`config.mk`:
```
export PLATFORM = sky130hd
export DESIGN_NAME = fixed_to_ascii
export DESIGN_NICKNAME = d
export VERILOG_FILES = /design/src/rtl/fixed_fmt_pkg.sv /design/src/rtl/fixed_to_ascii_bcd_dabble_step.sv /design/src/rtl/fixed_to_ascii.sv
export SDC_FILE = /design/constraint.sdc
export NUM_CORES = 1
export LEC_CHECK = 0
export BUFFER_PORTS_ARGS = -buffer_cell sky130_fd_sc_hd__buf_4
export CORE_UTILIZATION = 60
export CTS_BUF_LIST = sky130_fd_sc_hd__clkbuf_16
export DETAILED_ROUTE_END_ITERATION = 10
export PLACE_DENSITY = 0.8
export SLEW_MARGIN = 20
export SYNTH_ARGS = -nofsm -noshare
export SYNTH_HDL_FRONTEND = slang
export SYNTH_HIERARCHICAL = 1
export SYNTH_SLANG_ARGS = --single-unit
```
`constraint.sdc`:
```
create_clock -name clk -period 3.35 [get_ports clk]
set_clock_uncertainty 0.15 [all_clocks]
set_input_delay 0.8375 -clock clk [delete_from_list [all_inputs] [get_ports clk]]
set_output_delay 0.8375 -clock clk [all_outputs]
set_load 0.005 [all_outputs]
```
`src/rtl/fixed_fmt_pkg.sv`:
```
//------------------------------------------------------------------------------
// fixed_fmt_pkg : shared types and constants for the fixed-point ASCII formatter
// Revision 1.0 - initial release
//------------------------------------------------------------------------------
`default_nettype none

package fixed_fmt_pkg;

  localparam int BCD_DIGITS = 20;
  localparam int BCD_W      = BCD_DIGITS * 4;
  localparam int CNT_W      = 7;
  localparam logic [CNT_W-1:0] LAST_ITER = 7'd63;

  localparam logic [7:0] ASCII_0     = 8'h30;
  localparam logic [7:0] ASCII_MINUS = 8'h2D;
  localparam logic [7:0] ASCII_DOT   = 8'h2E;
  localparam logic [7:0] ASCII_CR    = 8'h0D;
  localparam logic [7:0] ASCII_LF    = 8'h0A;

  typedef enum logic [3:0] {
    IDLE    = 4'd0,
    CONVERT = 4'd1,
    SIGN    = 4'd2,
    INT     = 4'd3,
    DOT     = 4'd4,
    FRAC    = 4'd5,
    CR      = 4'd6,
    LF      = 4'd7
  } state_t;

  function automatic logic [7:0] digit_char(input logic [3:0] d);
    return ASCII_0 + {4'b0000, d};
  endfunction

endpackage

`default_nettype wire

```
`src/rtl/fixed_to_ascii_bcd_dabble_step.sv`:
```
//------------------------------------------------------------------------------
// bcd_dabble_step : one double-dabble iteration (adjust nibbles >= 5, shift in)
// Revision 1.0 - initial release
//------------------------------------------------------------------------------
`default_nettype none

module bcd_dabble_step
  import fixed_fmt_pkg::*;
(
  input  logic [BCD_W-1:0] bcd_in,
  input  logic             shift_in,
  output logic [BCD_W-1:0] bcd_out
);

  logic [BCD_W-1:0] w_adj;

  for (genvar i = 0; i < BCD_DIGITS; i++) begin : g_nibble
    assign w_adj[4*i +: 4] = (bcd_in[4*i +: 4] >= 4'd5) ? (bcd_in[4*i +: 4] + 4'd3)
                                                        : bcd_in[4*i +: 4];
  end

  // The top nibble never overflows: 2^64-1 has 20 decimal digits.
  assign bcd_out = {w_adj[BCD_W-2:0], shift_in};

endmodule

`default_nettype wire

```
`src/rtl/fixed_to_ascii.sv`:
```
//------------------------------------------------------------------------------
// fixed_to_ascii : signed fixed-point (x10^FRAC_DIGITS) to ASCII decimal stream
// Revision 1.0 - initial release
//------------------------------------------------------------------------------
`default_nettype none

module fixed_to_ascii
  import fixed_fmt_pkg::*;
#(
  parameter int FRAC_DIGITS = 6,
  parameter bit TERMINATE   = 1'b1
) (
  input  logic        clk,
  input  logic        reset,
  input  logic        in_valid,
  output logic        in_ready,
  input  logic [63:0] in_data,
  output logic        out_valid,
  input  logic        out_ready,
  output logic [7:0]  out_char,
  output logic        busy
);

  localparam logic [4:0] C_FRAC_IDX = 5'(FRAC_DIGITS);

  state_t           r_state;
  state_t           w_state_next;
  state_t           w_after_frac;
  logic [CNT_W-1:0] r_cnt;
  logic             r_sign;
  logic             r_nonzero;
  logic [63:0]      r_mag;
  logic [BCD_W-1:0] r_bcd;
  logic [BCD_W-1:0] w_bcd_step;
  logic [4:0]       r_idx;
  logic [4:0]       w_first_int;
  logic             w_hs;
  logic             w_last_iter;

  bcd_dabble_step u_step (
    .bcd_in  (r_bcd),
    .shift_in(r_mag[63]),
    .bcd_out (w_bcd_step)
  );

  assign w_hs         = out_valid && out_ready;
  assign w_last_iter  = (r_cnt == LAST_ITER);
  assign w_after_frac = TERMINATE ? CR : IDLE;

  // Encoder runs on the final shift result so the start digit is latched
  // on the same edge that leaves CONVERT.
  always_comb begin
    w_first_int = C_FRAC_IDX;
    for (int i = FRAC_DIGITS; i < BCD_DIGITS; i++) begin
      if (w_bcd_step[4*i +: 4] != 4'd0) w_first_int = 5'(i);
    end
  end

  always_ff @(posedge clk) begin
    if (reset) begin
      r_state   <= IDLE;
      r_cnt     <= '0;
      r_sign    <= 1'b0;
      r_nonzero <= 1'b0;
      r_mag     <= '0;
      r_bcd     <= '0;
      r_idx     <= '0;
    end else begin
      r_state <= w_state_next;
      case (r_state)
        IDLE: begin
          if (in_valid) begin
            r_sign    <= in_data[63];
            r_nonzero <= |in_data;
            r_mag     <= in_data[63] ? (~in_data + 64'd1) : in_data;
            r_bcd     <= '0;
            r_cnt     <= '0;
          end
        end
        CONVERT: begin
          r_bcd <= w_bcd_step;
          r_mag <= {r_mag[62:0], 1'b0};
          r_cnt <= r_cnt + 7'd1;
          if (w_last_iter) r_idx <= w_first_int;
        end
        INT: begin
          if (w_hs && (r_idx != C_FRAC_IDX)) r_idx <= r_idx - 5'd1;
        end
        DOT: begin
          if (w_hs) r_idx <= C_FRAC_IDX - 5'd1;
        end
        FRAC: begin
          if (w_hs && (r_idx != 5'd0)) r_idx <= r_idx - 5'd1;
        end
        default: ;
      endcase
    end
  end

  always_comb begin
    w_state_next = r_state;
    case (r_state)
      IDLE:    if (in_valid) w_state_next = CONVERT;
      CONVERT: if (w_last_iter) w_state_next = (r_sign && r_nonzero) ? SIGN : INT;
      SIGN:    if (w_hs) w_state_next = INT;
      INT:     if (w_hs && (r_idx == C_FRAC_IDX)) w_state_next = DOT;
      DOT:     if (w_hs) w_state_next = (FRAC_DIGITS == 0) ? w_after_frac : FRAC;
      FRAC:    if (w_hs && (r_idx == 5'd0)) w_state_next = w_after_frac;
      CR:      if (w_hs) w_state_next = LF;
      LF:      if (w_hs) w_state_next = IDLE;
      default: w_state_next = IDLE;
    endcase
  end

  always_comb begin
    in_ready  = (r_state == IDLE);
    busy      = (r_state != IDLE);
    out_valid = 1'b0;
    out_char  = 8'h00;
    case (r_state)
      SIGN: begin out_valid = 1'b1; out_char = ASCII_MINUS; end
      INT,
      FRAC: begin out_valid = 1'b1; out_char = digit_char(r_bcd[{r_idx, 2'b00} +: 4]); end
      DOT:  begin out_valid = 1'b1; out_char = ASCII_DOT; end
      CR:   begin out_valid = 1'b1; out_char = ASCII_CR; end
      LF:   begin out_valid = 1'b1; out_char = ASCII_LF; end
      default: ;
    endcase
  end

endmodule

`default_nettype wire

```
### Word-level counts from Yosys, hierarchy flattened

Cells that the tools add are included.

* register bits after elaboration: 162
* input bits: 68
* output and inout port bits: 11
* word-level logic and storage cells: 162

* $add $sub $neg: 24
* magnitude comparators: 20
* equality and inequality tests: 20
* shift-type cells: 1
* multiplexer cells: 57
* bitwise logic cells: 1
* reductions and logical operators: 32

Operator list (number)
* $pmux 80 s2: 1
* $mux 64: 2
* $pmux 64 s2: 1
* $mux 4: 27
* $ge 4x3->1 const B: 20
* $mux 5: 16
* $mux 80: 1
* $shiftx 80x8->4: 1
* $add 4x2->4 const B: 19
* $add 64x1->64 const B: 1
* $not 64->64: 1
* $reduce_or 64->1: 1
* $reduce_bool 4->1: 15
* $pmux 7 s5: 1
* $pmux 4 s8: 1
* $ne 2x2->1 const B: 10
* $pmux 5 s4: 1
* $eq 4x3->1 const B: 4
* $pmux 7 s2: 1
* $eq 4x2->1 const B: 2
* $reduce_and 8->1: 1
* $add 6x4->7 const A: 1
* $add 7x1->7 const B: 1
* $eq 7x6->1 const B: 1
* other kinds (17): 25

### Longest topological paths before layout

* depth after elaboration: 18
* depth in mapped cells: 11
* depth with buffers taken out: 11

### Hierarchy

Netlist, hierarchy kept.

By module, submodules not included
* fixed_to_ascii: times used 1, cells an instance 990, area an instance 8541.9 um2, sequential area each 3223.1 um2
* bcd_dabble_step: times used 1, cells an instance 317, area an instance 2014.4 um2, sequential area each 0.0 um2

### Least setup slack after synthesis

OpenSTA, ideal clock, no wires.

* path type: input to register
* start point: in in_data[24]
* end point: reg r_mag[39]
* library setup time: 134 ps
* arrival: 2740 ps
* data required time: 3066 ps
* slack: 326 ps
* stages on the path: 6
* path buffers: 0
* path through: or4_4 or4_4 or3_4 o31ai_4 xor2_1 o22ai_1

* longest elaborated chain between the ends: 5

RTL lines
* start, declared: RTL line fixed_to_ascii.sv:17 `input logic [63:0] in_data,`
* $not 64->64: RTL line fixed_to_ascii.sv:75 `r_mag <= in_data[63] ? (~in_data + 64'd1) : in_data;`
* $add 64x1->64: RTL line fixed_to_ascii.sv:75
* $mux 64: RTL line fixed_to_ascii.sv:75
* $mux 64: RTL line fixed_to_ascii.sv:72 `if (in_valid) begin`
* $pmux 64 s2: RTL line fixed_to_ascii.sv:70 `case (r_state)`
* end signal, assigned: RTL line fixed_to_ascii.sv:75
* end signal, assigned: RTL line fixed_to_ascii.sv:82 `r_mag <= {r_mag[62:0], 1'b0};`
* end, declared: RTL line fixed_to_ascii.sv:32 `logic [63:0] r_mag;`

No other way between the ends. The select of a mux whose other input is x is not followed.
A chain may end at the register's enable or synchronous reset.

### Final worst setup path

* start point: reg r_idx[0]
* end point: out out_char[2]

* longest elaborated chain between the ends: 3

RTL lines
* start, declared: RTL line fixed_to_ascii.sv:35 `logic [4:0] r_idx;`
* start signal, assigned: RTL line fixed_to_ascii.sv:84 `if (w_last_iter) r_idx <= w_first_int;`
* start signal, assigned: RTL line fixed_to_ascii.sv:87 `if (w_hs && (r_idx != C_FRAC_IDX)) r_idx <= r_idx - 5'd1;`
* start signal, assigned: RTL line fixed_to_ascii.sv:90 `if (w_hs) r_idx <= C_FRAC_IDX - 5'd1;`
* $shiftx 80x8->4: RTL line fixed_to_ascii.sv:123 `FRAC: begin out_valid = 1'b1; out_char = digit_char(r_bcd[{r_idx, 2'b00} +: 4]); end`
* $add 6x4->7: RTL line fixed_fmt_pkg.sv:32 `return ASCII_0 + {4'b0000, d};`
* $pmux 7 s5: RTL line fixed_to_ascii.sv:120 `case (r_state)`
* end, declared: RTL line fixed_to_ascii.sv:20 `output logic [7:0] out_char,`

No other way between the ends.

==> results.json <==
{
  "syn-mean-instance-area_um2": 8.08,
  "synth-seq-cells": 161,
  "floorplan.rows": 48,
  "antenna_found_initial": 0,
  "synth.top_cell.area_share_pct": 30.5,
  "clock-root-buffer": "clkbuf_16",
  "critPathLaunchType": "flop",
  "htree_levels": 4,
  "clock-sinks": 161,
  "power_density_nw_per_um2": 527,
  "nNetsFinal": 1467,
  "hold_viol": 0,
  "synth-edff-count": 0,
  "drt_first_pass_iters": 5,
  "cts.clk_slew.worst_paths_ps": 60,
  "reg2reg_depth": 11,
  "min_to": "r_mag[2]$_SDFFE_PP0P_",
  "diodes": 0,
  "yosysSeqAreaShare_pct": 30.5,
  "grt_usage_pct": 30.5,
  "crit_type": "reg2out",
  "synth_area_leaders": "dfxtp_1 (31%), a22oi_1 (9.7%), nor2_1 (5.4%)",
  "initial_core_util_pct": 61.2,
  "r2r_slack_ps": 290,
  "min_period_ps": 3360,
  "grt_overflow": 0,
  "violations": "negative setup slack",
  "r2r_start": "r_bcd[49]$_SDFFE_PP0P_",
  "areaGrowthSynthToFinish_pct": 14.6,
  "relSlewSlack_pct": 49.7,
  "gp_congestion": 0.939,
  "synthCells": 1307,
  "insertion_delay_ps": 430,
  "setup_ws_ps": -7.54,
  "worst_slew_pin_slew_ps": 747,
  "dpl.hpwl_mm": 18.9,
  "drtAntennaViolNets": 0,
  "placement.io_buffers": 76,
  "drive_gt1_share_pct": 15.9,
  "cap_violations": 0,
  "wire_per_inst_um": 17.1,
  "crit_arrival_ps": 2370,
  "cts_tree": "done",
  "p_leak_nw": 4.59,
  "min_path_type": "reg2reg",
  "pre_cts_ws_ps": 72.3,
  "num_vias": 10054,
  "cp_max_fo": 9,
  "max-vdd-ir-drop_uv": 532,
  "post-route-period-util_pct": 100,
  "drv_slew": 0,
  "async_reset_ff_share_pct": 0,
  "synth_cell_type_count": 70,
  "synth_commonest_cells": "dfxtp_1 (161), nor2_1 (152), nand2_1 (140), a22oi_1 (137), clkbuf_1 (78)",
  "grt_max_degree": 83,
  "cp-end-kind": "output pin",
  "grt_pass1_wl_mm": 44.8,
  "synth_most_common_cell": "dfxtp_1",
  "cts-hold-fix-buffers": 0,
  "drc": 0,
  "routed_via_density": 6.32,
  "die_x_um": 135,
  "whs_path_depth": 2,
  "yosysWarnings": 6,
  "clock_path_buffers": 2,
  "status": "finished, violations left",
  "cts_buffers": 17,
  "wl_mm": 27.3,
  "setup_violations": 1,
  "required_ps": 2360,
  "syn_area_um2": 10600,
  "fp.dieArea_um2": 18100,
  "io-pin-count": 79,
  "grt_pass1_vias": 9372,
  "ys_dominant_reg_cell": "dfxtp_1",
  "final.setup.tns_ps": -7.54,
  "utilization_pct": 70.2,
  "nFillCells": 1359,
  "coreArea_um2": 17200,
  "die_y_um": 135,
  "rsz0062_at_grt": "yes",
  "synth_top_area_cell": "dfxtp_1",
  "worstHoldStart": "r_mag[2]$_SDFFE_PP0P_",
  "drtIter0Drc": 845,
  "max_freq_mhz": 298,
  "reg2reg_to": "r_idx[0]$_SDFFE_PP0P_"
}
[worst max path at each step]
stage                     startpoint                     end  cells after the start
2_1_floorplan            in_data[24]  r_mag[39]$_SDFFE_PP0P_                      6
3_3_place_gp             in_data[24]  r_mag[39]$_SDFFE_PP0P_                      7
3_5_place_dp             in_data[32]  r_mag[49]$_SDFFE_PP0P_                      8
4_1_cts        r_idx[0]$_SDFFE_PP0P_             out_char[2]                      6
5_1_grt        r_idx[0]$_SDFFE_PP0P_             out_char[2]                      6
6_report       r_idx[0]$_SDFFE_PP0P_             out_char[2]                      6
[layer usage]
layer	global-route usage [%]	vias up	wire, um
li1	-	4878	-
met1	38.9	4759	11700
met2	51.5	357	13200
met3	5.29	60	1640
met4	11.5	0	722
met5	0	-	0
[placed cells by master, fill, tap and decap left out, drive strengths merged, types with 7 or more instances in the layout]
| cell type | Yosys | routed |
|---|---|---|
| mux4 | 19 | 19 |
| ha | 45 | 45 |
| clkinv | 0 | 7 |
| o41ai | 9 | 9 |
| clkbuf | 78 | 17 |
| nand4 | 9 | 9 |
| or4 | 12 | 12 |
| o21ai | 67 | 67 |
| xor2 | 32 | 32 |
| nor4 | 22 | 22 |
| nor2 | 152 | 152 |
| o31ai | 22 | 22 |
| nand2 | 140 | 140 |
| xnor2 | 41 | 41 |
| or3 | 10 | 10 |
| nand2b | 45 | 45 |
| a211oi | 10 | 10 |
| nand3 | 17 | 17 |
| dfxtp | 161 | 161 |
| inv | 55 | 57 |
| nor3 | 12 | 12 |
| mux2i | 27 | 27 |
| a31oi | 11 | 11 |
| a21oi | 65 | 65 |
| buf | 9 | 113 |
| a22oi | 137 | 137 |
| o22ai | 32 | 32 |
[critical path, stage by stage (launching register included)]
cell and delay (ps):
dfxtp_4 370, buf_12 140, mux4_2 550, mux4_2 500
o21ai_2 160, a21oi_2 70, buf_4 150
[power breakdown]
part	leakage (nW)	total (mW)	switching [mW]	internal, mW
Combinational	3.00	2.07	1.28	0.794
Sequential	1.31	2.32	0.191	2.13
Clock	0.283	1.98	0.819	1.17
Total	4.59	6.38	2.29	4.09
[per-stage QoR]
step / hold WS, ps / cells / total power [mW] / area (um^2)
floorplan: 286 / 1308 / 3.65 / 10600
global placement: 297 / 1555 / 4.29 / 11400
detailed placement: 307 / 1555 / 4.32 / 11400
CTS: 316 / 1591 / 6.34 / 12100
global route: 353 / 1592 / 6.68 / 12100
finish: 324 / 1592 / 6.38 / 12100
[cell type report]
| class | count | area, um^2 | area share (%) |
|---|---|---|---|
| inverter | 55 | 206 | 1.71 |
| clock buffer | 17 | 425 | 3.52 |
| tap | 225 | 282 | 2.33 |
| timing repair buffer | 114 | 956 | 7.90 |
| sequential | 161 | 3230 | 26.7 |
| multi-input combinational | 1005 | 6830 | 56.5 |
| clock inverter | 15 | 168 | 1.39 |
[timing repair]
item,in CTS,in global routing
resized for setup,4,9
setup buffers,3,1
endpoints found under the hold margin,0,0
setup endpoints to repair,2,4
pin swaps,0,2
gates cloned,1,0
[sequential cells by signal, summed over array words and instances (netlist names)]
| register | count |
|---|---|
| r_bcd | 80 |
| r_cnt | 7 |
| r_idx | 5 |
| r_mag | 64 |
| r_nonzero | 1 |
| r_sign | 1 |
| r_state | 3 |
[logic make-up after synthesis]
family	Yosys count	synth area share, %
multiplexers	50	7.08
other	1	0.0355
flip-flops	161	30.5
AND/OR/NAND/NOR	448	20.4
XOR/XNOR	73	6.06
buffers and inverters	142	5.19
adder cells (fa/ha/maj)	45	5.33
AO/OA/AOI/OAI	387	25.3
(Power assumes the default switching activity.)
